## src/rtl/uart_rx_deframer_if.sv

```systemverilog
// Received-byte bus from the UART deframer to the register/FIFO stage.
// The master drives a byte with its error flags; data_valid pulses for one cycle
// whenever data and flags are updated, and all three stay held until the next frame.
interface uart_rx_deframer_if #(
    parameter int unsigned DATA_BITS = 8
);
    logic [DATA_BITS-1:0] data;
    logic                 data_valid;
    logic                 parity_err;
    logic                 frame_err;

    modport master (
        output data,
        output data_valid,
        output parity_err,
        output frame_err
    );

    modport slave (
        input data,
        input data_valid,
        input parity_err,
        input frame_err
    );
endinterface

```

## src/rtl/uart_rx_deframer.sv

```systemverilog
// UART receive deframer. Synchronises rx_i, detects a start bit, enables the
// baud generator for the length of a frame, samples each bit at mid-bit and
// delivers the byte with parity/framing error flags over rx_if.
module uart_rx_deframer #(
    parameter int unsigned DATA_BITS   = 8,
    parameter int unsigned SYNC_STAGES = 2
) (
    input  logic                   clk_i,
    input  logic                   rst_n_i,
    input  logic                   rx_i,
    input  logic                   cfg_parity_en_i,
    input  logic                   cfg_parity_odd_i,
    output logic                   gen_en_o,
    input  logic                   bit_done_i,
    input  logic                   bit_half_done_i,
    output logic                   busy_o,
    uart_rx_deframer_if.master     rx_if
);

    localparam int unsigned IdxW = $clog2(DATA_BITS);
    localparam logic [IdxW-1:0] LastIdx = IdxW'(DATA_BITS - 1);

    typedef enum logic [2:0] {
        StIdle,
        StStart,
        StData,
        StParity,
        StStop
    } state_e;

    state_e                 state_q, state_d;
    logic [SYNC_STAGES-1:0] sync_q;
    logic                   rx_s;
    logic                   rx_q;
    logic                   rx_fall;
    logic [IdxW-1:0]        idx_q, idx_d;
    logic [DATA_BITS-1:0]   shift_q, shift_d;
    logic                   par_bit_q, par_bit_d;
    logic [DATA_BITS-1:0]   data_q, data_d;
    logic                   valid_q, valid_d;
    logic                   perr_q, perr_d;
    logic                   ferr_q, ferr_d;

    // Synchroniser chain plus one delay stage for edge detection; resets to idle-high.
    always_ff @(posedge clk_i or negedge rst_n_i) begin
        if (!rst_n_i) begin
            sync_q <= '1;
            rx_q   <= 1'b1;
        end else begin
            sync_q <= {sync_q[SYNC_STAGES-2:0], rx_i};
            rx_q   <= rx_s;
        end
    end

    assign rx_s    = sync_q[SYNC_STAGES-1];
    assign rx_fall = rx_q & ~rx_s;

    // State and datapath registers.
    always_ff @(posedge clk_i or negedge rst_n_i) begin
        if (!rst_n_i) begin
            state_q   <= StIdle;
            idx_q     <= '0;
            shift_q   <= '0;
            par_bit_q <= 1'b0;
            data_q    <= '0;
            valid_q   <= 1'b0;
            perr_q    <= 1'b0;
            ferr_q    <= 1'b0;
        end else begin
            state_q   <= state_d;
            idx_q     <= idx_d;
            shift_q   <= shift_d;
            par_bit_q <= par_bit_d;
            data_q    <= data_d;
            valid_q   <= valid_d;
            perr_q    <= perr_d;
            ferr_q    <= ferr_d;
        end
    end

    // Next-state logic: sample on the half pulse first, then advance on bit_done.
    always_comb begin
        state_d   = state_q;
        idx_d     = idx_q;
        shift_d   = shift_q;
        par_bit_d = par_bit_q;
        data_d    = data_q;
        valid_d   = 1'b0;
        perr_d    = perr_q;
        ferr_d    = ferr_q;

        unique case (state_q)
            StIdle: begin
                if (rx_fall) begin
                    state_d = StStart;
                end
            end
            StStart: begin
                // A line that is high again at mid-bit was a glitch, not a start bit.
                if (bit_half_done_i && rx_s) begin
                    state_d = StIdle;
                end else if (bit_done_i) begin
                    state_d = StData;
                    idx_d   = '0;
                end
            end
            StData: begin
                if (bit_half_done_i) begin
                    shift_d[idx_q] = rx_s;
                end
                if (bit_done_i) begin
                    if (idx_q == LastIdx) begin
                        state_d = cfg_parity_en_i ? StParity : StStop;
                    end else begin
                        idx_d = idx_q + IdxW'(1);
                    end
                end
            end
            StParity: begin
                if (bit_half_done_i) begin
                    par_bit_d = rx_s;
                end
                if (bit_done_i) begin
                    state_d = StStop;
                end
            end
            StStop: begin
                // Finish at mid stop bit so an immediately following start bit is caught.
                if (bit_half_done_i) begin
                    data_d  = shift_q;
                    perr_d  = cfg_parity_en_i ?
                              ((^shift_q ^ par_bit_q) != cfg_parity_odd_i) : 1'b0;
                    ferr_d  = ~rx_s;
                    valid_d = 1'b1;
                    state_d = StIdle;
                end
            end
            default: begin
                state_d = StIdle;
            end
        endcase
    end

    assign gen_en_o         = (state_q != StIdle);
    assign busy_o           = (state_q != StIdle);
    assign rx_if.data       = data_q;
    assign rx_if.data_valid = valid_q;
    assign rx_if.parity_err = perr_q;
    assign rx_if.frame_err  = ferr_q;

endmodule
```

## src/flat_wrapper.sv

```systemverilog
// flat-port wrapper written by rule: the top's interface ports become plain ports
module uart_rx_deframer_flat 
#(
    parameter int unsigned DATA_BITS   = 8,
    parameter int unsigned SYNC_STAGES = 2
)
  (clk_i, rst_n_i, rx_i, cfg_parity_en_i, cfg_parity_odd_i, gen_en_o, bit_done_i, bit_half_done_i, busy_o, rx_if_data, rx_if_data_valid, rx_if_parity_err, rx_if_frame_err);
  uart_rx_deframer_if #(.DATA_BITS(DATA_BITS)) rx_if_i ();
  input  logic clk_i;
  input  logic rst_n_i;
  input  logic rx_i;
  input  logic cfg_parity_en_i;
  input  logic cfg_parity_odd_i;
  output logic gen_en_o;
  input  logic bit_done_i;
  input  logic bit_half_done_i;
  output logic busy_o;
  output wire logic [$bits(rx_if_i.data)-1:0] rx_if_data;
  output wire logic [$bits(rx_if_i.data_valid)-1:0] rx_if_data_valid;
  output wire logic [$bits(rx_if_i.parity_err)-1:0] rx_if_parity_err;
  output wire logic [$bits(rx_if_i.frame_err)-1:0] rx_if_frame_err;
  assign rx_if_data = rx_if_i.data;
  assign rx_if_data_valid = rx_if_i.data_valid;
  assign rx_if_parity_err = rx_if_i.parity_err;
  assign rx_if_frame_err = rx_if_i.frame_err;
  uart_rx_deframer #(.DATA_BITS(DATA_BITS), .SYNC_STAGES(SYNC_STAGES)) u_core (.clk_i(clk_i), .rst_n_i(rst_n_i), .rx_i(rx_i), .cfg_parity_en_i(cfg_parity_en_i), .cfg_parity_odd_i(cfg_parity_odd_i), .gen_en_o(gen_en_o), .bit_done_i(bit_done_i), .bit_half_done_i(bit_half_done_i), .busy_o(busy_o), .rx_if(rx_if_i));
endmodule
```

## config.mk

```make
export PLATFORM = sky130hd
export DESIGN_NAME = uart_rx_deframer_flat
export DESIGN_NICKNAME = d
export VERILOG_FILES = /design/src/rtl/uart_rx_deframer_if.sv /design/src/rtl/uart_rx_deframer.sv /design/src/flat_wrapper.sv
export SDC_FILE = /design/constraint.sdc
export NUM_CORES = 1
export LEC_CHECK = 0
export ABC_CLOCK_PERIOD_IN_PS = 1700
export CORE_UTILIZATION = 50
export CTS_CLUSTER_DIAMETER = 40
export DETAILED_ROUTE_END_ITERATION = 7
export DONT_BUFFER_PORTS = 1
export GPL_ROUTABILITY_DRIVEN = 0
export GPL_TIMING_DRIVEN = 0
export HOLD_SLACK_MARGIN = 0.12
export PLACE_DENSITY = 0.67
export SYNTH_ARGS = -nofsm -noshare
export SYNTH_HDL_FRONTEND = slang
export SYNTH_SLANG_ARGS = --single-unit
```

## constraint.sdc

```tcl
create_clock -name clk_i -period 1.7 [get_ports clk_i]
set_input_delay 0.255 -clock clk_i [delete_from_list [all_inputs] [get_ports clk_i]]
set_output_delay 0.255 -clock clk_i [all_outputs]
set_load 0.01 [all_outputs]
```

==> results of run 1 <==
[critical path, delay by kind of cell (launching register included)]
family                 cells  cell delay, ns
AND/OR/NAND/NOR            1            0.39
flip-flops                 1            0.40
buffers and inverters      2            0.27
[routing by layer]
metal  global-route usage  vias to the layer above  wire length [um]
met5                    0                        -                 0
met3               0.0944                        6               106
li1                     -                      454                 -
met4               0.0940                        0                61
met1                0.220                      440              1110
met2                0.278                       17              1090
[repair_timing]
item,CTS,global route
setup endpoints to repair,1,2
pin swaps,0,1
resized for setup,2,11
hold buffers,6,0
setup buffers,0,2
endpoints found under the hold margin,33,0
cloned,0,0
[cells in the final DEF, fill, tap and decap left out, types with 2 or more instances in the layout]
cell / instances
nor2_1: 4
a22o_1: 2
clkbuf_1: 2
nand3b_1: 2
buf_6: 3
and2b_2: 2
mux2_2: 10
nor3b_1: 5
o21ai_0: 4
clkbuf_4: 5
ha_1: 2
xnor2_1: 6
a21oi_1: 2
dfstp_2: 3
dfrtp_1: 25
nand3_1: 3
dlygate4sd3_1: 5
buf_4: 3
nand2_1: 33
[power breakdown]
part	total (mW)	switching [mW]	internal [mW]
combinational	0.968	0.406	0.561
clock	0.590	0.239	0.351
sequential	1.04	0.164	0.871
[logic make-up after synthesis]
group,after synthesis,synth area share
simple gates,56,0.203
flops,29,0.530
compound gates,13,0.0627
buf+inv,10,0.0436
mux,10,0.0817
xor+xnor,8,0.0609
fa+ha+maj,2,0.0182
[per-stage QoR]
stage	worst slack, ns	power [mW]	utilization	hold WS [ns]	instance area [sq um]
after global routing	0.000568	2.76	0.632	0.134	1610
after CTS	0.0152	2.51	0.617	0.133	1570
after detailed placement	0.0482	1.87	0.556	-0.0401	1420
after floorplan	0.179	1.74	-	-0.0406	1380
final	0.0508	2.59	0.632	0.138	1610
after global placement	0.0553	1.85	0.556	-0.0399	1420
[worst min-delay path by stage]
stage	from	end	slack, ns	cells after the start
final	bit_done_i	u_core.state_q[0]$_DFFE_PN0P_	0.14	2
after global routing	bit_done_i	u_core.state_q[0]$_DFFE_PN0P_	0.13	2
after CTS	bit_done_i	u_core.state_q[0]$_DFFE_PN0P_	0.13	2
after detailed placement	rst_n_i	u_core.state_q[2]$_DFFE_PN0P_	-0.04	0
after global placement	rst_n_i	u_core.state_q[2]$_DFFE_PN0P_	-0.04	0
after floorplan	rst_n_i	u_core.idx_q[0]$_DFFE_PN0P_	-0.04	0
[final cells by class]
| cell class | count | area share |
|---|---|---|
| flip-flops and latches | 29 | 0.454 |
| multi-input cells | 89 | 0.372 |
| repair buffers | 8 | 0.0529 |
| plain buffers | 7 | 0.0404 |
| clock buffers | 7 | 0.0342 |
| well taps | 30 | 0.0233 |
| clock inverters | 1 | 0.0187 |
| inverters | 2 | 0.00467 |
[state kept, by name, summed over array words and instances, names as in the netlist]
name,flops
u_core.sync_q,2
u_core.idx_q,3
u_core.par_bit_q,1
u_core.rx_if.data,8
u_core.rx_if.frame_err,1
u_core.rx_if.parity_err,1
u_core.rx_if.data_valid,1
u_core.state_q,3
u_core.shift_q,8
u_core.rx_q,1
==> run metrics, run 1 <==
slowest cell on the critical path=dfrtp_1; Worst R2R Path Depth=4; Cell Rows=18; # diodes=0; Worst Hold Class=in2reg; via count=between 900 and 1000; RSZ-0062 raised after global routing=no; Synth area leader=dfrtp_1; Max clock buf depth=2; Placed Cells=between 150 and 200; WP data arrival=around 1.4 ns; type of the worst setup path=reg2out; number of max-cap violations=0; global-route wire length before repair=3.66 mm; sequential element share of the synthesized area=0.530; top-count cell post-synth=nand2_1; setup slack, reg-to-reg=0.07 ns; Seq. cell area=731 sq um; Rel. slew slack=0.748; Worst Path Max Fanout=9; area of the multi-input gates=~600 sq um; H-tree Lvls=2; input/output buffers=0; Global Route Usage Sum=0.187; Syn Inst Count=around 130; post-synthesis sequential element count=29; ys flop type=dfrtp_1; die span in x=approximately 54 um; Syn Nets=around 140; asr flop ratio synth=1.00; DRC viols=0; post-synth cell types=35; Final nets=about 150; top-area cell type share of the netlist area=0.472; final hold violations=0; Critical Path Source=u_core.state_q[0]$_DFFE_PN0P_; # setup viols final=0; final wirelength=~2.4 mm; CP Cell Sequence=buf_6 > or3_4 > buf_6; P&R area growth vs syn=16.8%; Antenna Nets Post-Route=0; number of flops mapped to enable cells by yosys=0; status=completed; Synth area leaders=dfrtp_1, nand2_1, mux2_2, dfstp_2, xnor2_1; Fill cells=around 200; Max Freq=just over 600 MHz; initial core utilization=0.541; leakage=around 0.76 nW; Pwr Density=approximately 1600 nW/um^2; Peak supply drop=roughly 1 mV; Worst setup SP type=flop; CP Capture Point=gen_en_o; clock root buffer=clkbuf_4; Worst setup EP type=primary output; routed vias/inst=~5.3; DR iter-0 viols=18; CTS Buf Count=5; Max Slew Vio Count=0; Core Footprint=between 2000 and 3000 sq um; clk_lat worst skew=roughly 0.33 ns; clock sink count=29; most used cell, CP=buf_6; gr ovfl total=0; RR Endpoint=u_core.shift_q[4]$_DFFE_PN0P_; min cycle time layout=approximately 1.6 ns; share of layout cells above drive strength 1=0.259; commonest cells in the netlist=nand2_1, dfrtp_1, mux2_2; Mapped Avg Cell Area=10.8 sq um; Syn. warnings=0; origin of the critical flop-to-flop path=u_core.state_q[2]$_DFFE_PN0P_; skew final=around 0.011 ns; final period utilization=0.970; Die ar.=slightly below 3000 sq um; WL/cell=roughly 14 um; drt pass-1 iters=4; Tightest Pin Transition=between 0.3 and 0.4 ns; CP required=around 1.4 ns; top-level I/O count=20; hpwl dp=between 1.5 and 2 mm; fin cells=around 170; setup TNS=0 ns; Die Height=roughly 54 um; clock slew at reported path FFs=0.09 ns; CTS tree=built; slowest stage delay, CP=around 0.40 ns; antenna violations before repair=0; largest net degree at the start of global routing=30; vias in the first global route=between 800 and 900; Mapped Area=1380 sq um
No activity file was read; power rests on OpenSTA's default activity.
==> run 2, diff against run 1 <==
--- a/config.mk
+++ b/config.mk
@@ -5,7 +5,7 @@
 export SDC_FILE = /design/constraint.sdc
 export NUM_CORES = 1
 export LEC_CHECK = 0
-export ABC_CLOCK_PERIOD_IN_PS = 1700
+export ABC_CLOCK_PERIOD_IN_PS = 2040
 export CORE_UTILIZATION = 50
 export CTS_CLUSTER_DIAMETER = 40
 export DETAILED_ROUTE_END_ITERATION = 7
==> constraint.sdc (replaced) <==
create_clock -name clk_i -period 2.04 [get_ports clk_i]
set_input_delay 0.306 -clock clk_i [delete_from_list [all_inputs] [get_ports clk_i]]
set_output_delay 0.306 -clock clk_i [all_outputs]
set_load 0.01 [all_outputs]
==> run metrics, run 2 (synthesis results as in run 1) <==
switch share=0.317 (+0.00467); clk_lat worst skew=0.34 ns (about the same); final hold violations=0 (unchanged); CTS tree=built; gr ovfl total=0 (unchanged); antenna violations before repair=0 (unchanged); RSZ-0062 raised after global routing=no; Global Route Usage Sum=0.186 (-0.000586); Peak supply drop=0.822 mV (-18%); Max Freq=527 MHz; placed inst area=1420 sq um (unchanged); clock slew at reported path FFs=0.10 ns (about the same); commonest non-fill, non-tap cell in the layout=nand2_1; die span in x=54.5 um (unchanged); input/output buffers=0 (unchanged); postcts setup bufs=0 (unchanged); top-level I/O count=20 (unchanged); Core Footprint=2540 sq um (unchanged); global-route wire length before repair=3.64 mm (-0.38%); Seq pwr share=0.410 (+0.011); WP data arrival=1.59 ns (+0.20 ns); Tightest Pin Transition=0.619 ns (+0.241 ns); via count=926 (+0.98%); initial core utilization=0.541 (unchanged); final core occ=0.617 (-0.0152); H-tree Lvls=2 (unchanged); Worst setup EP type=primary output; Final Cell Area=1570 sq um (-2.4%); Power Total=2.08 mW (-20%); Worst setup SP type=flop; P&R area growth vs syn=14.0%; number of max-cap violations=0 (unchanged); clock root buffer=clkbuf_4; min cycle time layout=1.90 ns; final wirelength=2.34 mm (-0.89%); DR iter-0 viols=24 (+6); setup TNS=0 ns (unchanged); # diodes=0 (unchanged); DRC viols=0 (unchanged); # setup viols final=0 (unchanged); Pwr Density=1320 nW/um^2 (-18%); dpl ws=0.388 ns (+0.340 ns); Cell Rows=18 (unchanged); drt pass-1 iters=4 (unchanged); most frequent cells in the layout=nand2_1, dfrtp_1, mux2_2; CP required=1.73 ns (+0.29 ns); status=completed; vias in the first global route=846 (-0.59%); Max clock buf depth=2 (unchanged); final period utilization=0.931; Max Slew Vio Count=0 (unchanged); largest net degree at the start of global routing=30 (unchanged); type of the worst setup path=reg2out; Worst Path Max Fanout=10 (+1); post-route setup slack=0.142 ns (+0.0908 ns); clock network fraction of design power=0.237 (+0.009); Die Height=54.5 um (unchanged); Die ar.=2970 sq um (unchanged); Worst Hold Class=in2reg; hpwl dp=1.56 mm (unchanged); Comb power frac=0.353 (-0.020); WL/cell=13.6 um (-0.31%); P_int=1.42 mW (-20%); CTS Buf Count=5 (unchanged); share of layout cells above drive strength 1=0.232 (-0.0263); leakage=0.755 nW (-1.2%); Antenna Nets Post-Route=0 (unchanged); Fill cells=210 (+6.6%); routed vias/inst=5.38 (+1.6%); skew final=0.0117 ns (+0.000590 ns); clock sink count=29 (unchanged); Rel. slew slack=0.577 (-0.172); sw power=658 uW (-19%); Final nets=150 (-0.66%)
-- run 2: what timing repair did --
action                                 4_1_cts  5_1_grt
resized for setup                            0        0
hold buffers                                 6        0
endpoints found under the hold margin       32        0
-- run 2: final cells by class --
class                           instances  area [sq um]  share of cell area
Timing Repair Buffer                    6          70.1              0.0446
Tap cell                               30          37.5              0.0239
Clock inverter                          1          30.0              0.0191
Sequential cell                        29           729               0.465
Inverter                                2          7.51             0.00478
Buffer                                  8          52.6              0.0335
Multi-Input combinational cell         89           588               0.375
Clock buffer                            7          55.1              0.0351
-- run 2: critical path: stages, from the launching register on --
cell and delay, ns:
dfrtp_1 0.39, clkbuf_1 0.20, or3_2 0.50, buf_4 0.17
-- run 2: routing by layer --
layer  vias to the layer above  track usage  part of all wire
met3                         8       0.0944             0.053
met5                         -            0                 0
met1                       443        0.220              0.47
met4                         0       0.0940             0.025
met2                        21        0.276              0.45
li1                        454            -                 -
-- run 2: metrics by stage --
stage	hold slack (ns)	std cells
2_1_floorplan	0.0104	128
3_3_place_gp	0.0111	158
3_5_place_dp	0.0109	158
4_1_cts	0.164	172
5_1_grt	0.159	172
6_report	0.166	172
-- run 2: power by group through the flow --
stage	Combinational, mW	Clock, mW	Sequential (mW)
2_1_floorplan	0.614	0	0.839
3_3_place_gp	0.684	0	0.859
3_5_place_dp	0.696	0	0.866
4_1_cts	0.728	0.502	0.854
5_1_grt	0.802	0.530	0.876
6_report	0.733	0.493	0.851
-- run 2: final timing paths --
check / from / to / slack, ns / depth (start not counted)
max: u_core.state_q[0]$_DFFE_PN0P_ / gen_en_o / 0.14 / 3
max in group asynchronous: rst_n_i / u_core.sync_q[0]$_DFF_PN1_ / 1.39 / 2
min: cfg_parity_en_i / u_core.rx_if.parity_err$_DFFE_PN0P_ / 0.17 / 2
min reg2reg: u_core.sync_q[0]$_DFF_PN1_ / u_core.sync_q[1]$_DFF_PN1_ / 0.36 / 0
min in group asynchronous: rst_n_i / u_core.rx_if.parity_err$_DFFE_PN0P_ / 0.40 / 2
max reg2reg: u_core.idx_q[0]$_DFFE_PN0P_ / u_core.state_q[2]$_DFFE_PN0P_ / 0.29 / 5
==> run 3, diff against run 2 <==
--- a/config.mk
+++ b/config.mk
@@ -5,7 +5,8 @@
 export SDC_FILE = /design/constraint.sdc
 export NUM_CORES = 1
 export LEC_CHECK = 0
-export ABC_CLOCK_PERIOD_IN_PS = 2040
+export ABC_AREA = 1
+export ABC_CLOCK_PERIOD_IN_PS = 2400
 export CORE_UTILIZATION = 50
 export CTS_CLUSTER_DIAMETER = 40
 export DETAILED_ROUTE_END_ITERATION = 7
@@ -14,6 +15,7 @@
 export GPL_TIMING_DRIVEN = 0
 export HOLD_SLACK_MARGIN = 0.12
 export PLACE_DENSITY = 0.67
+export SLEW_MARGIN = 15
 export SYNTH_ARGS = -nofsm -noshare
 export SYNTH_HDL_FRONTEND = slang
 export SYNTH_SLANG_ARGS = --single-unit
==> constraint.sdc (replaced) <==
create_clock -name clk_i -period 2.4 [get_ports clk_i]
set_input_delay 0.36 -clock clk_i [delete_from_list [all_inputs] [get_ports clk_i]]
set_output_delay 0.36 -clock clk_i [all_outputs]
set_load 0.01 [all_outputs]
==> run metrics, run 3 <==
Mapped Area=1450 sq um (+5.1%); Die Height=55.8 um (+2.4%); clock root buffer=clkbuf_4; clock network fraction of design power=0.162 (-0.075); input/output buffers=0 (unchanged); Comb power frac=0.372 (+0.019); number of max-cap violations=0 (unchanged); Power Total=1.71 mW (-18%); clk_lat worst skew=0.32 ns (-0.02 ns); Seq pwr share=0.466 (+0.056); Worst Path Max Fanout=6 (-4); share of layout cells above drive strength 1=0.127 (-0.105); Worst setup EP type=primary output; Mapped Avg Cell Area=8.52 sq um (-21%); post-cts sizing count=0 (unchanged); final hold violations=0 (unchanged); Syn Nets=179 (+31%); status=completed; Final nets=189 (+26%); Max Slew Vio Count=0 (unchanged); Crit path buffers/inverters=1 (-1); global-route wire length before repair=4.58 mm (+26%); hpwl dp=1.95 mm (+25%); clock slew at reported path FFs=0.09 ns (about the same); # diodes=0 (unchanged); DR iter-0 viols=63 (+160%); commonest non-fill, non-tap cell in the layout=nand2_1; Pwr Density=1090 nW/um^2 (-18%); Syn. warnings=0 (unchanged); # setup viols final=0 (unchanged); RSZ-0062 raised after global routing=no; most frequent cells in the layout=nand2_1, dfrtp_1, inv_1; Max clock buf depth=2 (unchanged); WP data arrival=1.30 ns (-0.29 ns); leakage=0.825 nW (+9.2%); number of flops mapped to enable cells by yosys=0 (unchanged); sw power=734 uW (+12%); skew final=0.00598 ns (-0.00573 ns); Antenna Nets Post-Route=0 (unchanged); Tightest Pin Transition=0.268 ns (-0.351 ns); setup TNS=0 ns (unchanged); final period utilization=0.691; sequential element share of the synthesized area=0.504 (-0.0256); Die ar.=3110 sq um (+4.9%); asr flop ratio synth=1.00 (unchanged); CP Cell Sequence=nor2_2 > nand2_1 > buf_4; CTS Buf Count=5 (unchanged); CP required=2.04 ns (+0.31 ns); Peak supply drop=0.834 mV (+1.5%); initial core utilization=0.525 (-0.0163); commonest cells in the netlist=nand2_1, dfrtp_1, inv_1; slowest stage delay, CP=0.47 ns (-0.03 ns); routed vias/inst=5.28 (-1.9%); P_int=976 uW (-31%); Core Footprint=2760 sq um (+8.4%); DRC viols=0 (unchanged); largest net degree at the start of global routing=30 (unchanged); min cycle time layout=between 1.5 and 2 ns; WL/cell=12.7 um (-7.2%); top-area cell type share of the netlist area=0.449 (-0.0229); Max Freq=603 MHz; Synth area leader=dfrtp_1; top-count cell post-synth=nand2_1; vias in the first global route=1042 (+23%); die span in x=55.8 um (+2.4%); Synth area leaders=dfrtp_1, nand2_1, dfstp_2, inv_1, nand3_1; drt pass-1 iters=5 (+1); Cell Rows=19 (+1); Global Route Usage Sum=0.192 (+0.00541); antenna violations before repair=0 (unchanged); P&R area growth vs syn=8.82%; ys flop type=dfrtp_1; CTS tree=built; clock sink count=29 (unchanged); top-level I/O count=20 (unchanged); Worst setup SP type=flop; gr ovfl total=0 (unchanged); Crit path max-delay family=flip-flops; H-tree Lvls=2 (unchanged); type of the worst setup path=reg2out; Final Cell Area=1580 sq um (+0.32%); Worst Hold Class=in2reg; slowest cell on the critical path=dfrtp_1; post-synthesis sequential element count=29 (unchanged); post-synth cell types=27 (-23%); via count=1120 (+21%); Rel. slew slack=0.820 (+0.243); placed inst area=1490 sq um (+5.0%); final wirelength=2.68 mm (+14%); Syn Inst Count=170 (+33%); switch share=0.429 (+0.112)
-- run 3: power by group through the flow --
stage / Clock (mW) / Sequential [mW] / Combinational (mW)
CTS: 0.284 / 0.798 / 0.637
global placement: 0 / 0.795 / 0.585
finish: 0.277 / 0.798 / 0.636
detailed placement: 0 / 0.807 / 0.615
floorplan: 0 / 0.772 / 0.526
global route: 0.304 / 0.821 / 0.729
-- run 3: per-layer routing --
metal / global-route usage / wire length [um] / up-vias
met3: 0.0721 / 144 / 4
met1: 0.243 / 1220 / 512
li1: - / - / 574
met4: 0.0786 / 30 / 0
met5: 0 / 0 / -
met2: 0.296 / 1280 / 30
-- run 3: path summary, 6_finish.rpt --
path,start,endpoint,slack [ns],depth (start not counted)
max,u_core.state_q[0]$_DFFE_PN0P_,gen_en_o,0.74,3
min,bit_half_done_i,u_core.par_bit_q$_DFFE_PN0P_,0.22,2
max reg2reg,u_core.idx_q[0]$_DFFE_PN0P_,u_core.state_q[1]$_DFFE_PN0P_,0.87,9
min reg2reg,u_core.sync_q[0]$_DFF_PN1_,u_core.sync_q[1]$_DFF_PN1_,0.36,0
max in group asynchronous,rst_n_i,u_core.sync_q[1]$_DFF_PN1_,1.71,2
min in group asynchronous,rst_n_i,u_core.shift_q[2]$_DFFE_PN0P_,0.47,2
-- run 3: logic make-up after synthesis --
| group | after synthesis | synth area share |
|---|---|---|
| simple gates | 77 | 0.259 |
| fa+ha+maj | 2 | 0.0173 |
| buf+inv | 26 | 0.0709 |
| compound gates | 34 | 0.137 |
| xor+xnor | 2 | 0.0121 |
| flops | 29 | 0.504 |
-- run 3: area by class of cell --
type                       instances  area (sq um)
clock buffer                       8          48.8
buffer                             2          12.5
timing repair buffer               3          40.0
sequential                        29           729
inverter                          24          90.1
tap                               31          38.8
multi-input combinational        115           616
fill                             264          1180
-- run 3: per-stage QoR --
step,util,instances,setup slack [ns],hold WS (ns)
4_1_cts,0.571,212,0.738,0.208
6_report,0.571,212,0.742,0.224
3_3_place_gp,0.539,201,0.924,0.0649
2_1_floorplan,-,170,1.03,0.0644
3_5_place_dp,0.539,201,0.886,0.0649
5_1_grt,0.571,212,0.642,0.222
-- run 3: what timing repair did --
item,CTS,global route
hold buffers,3,0
endpoints found under the hold margin,30,0
setup buffers,0,0
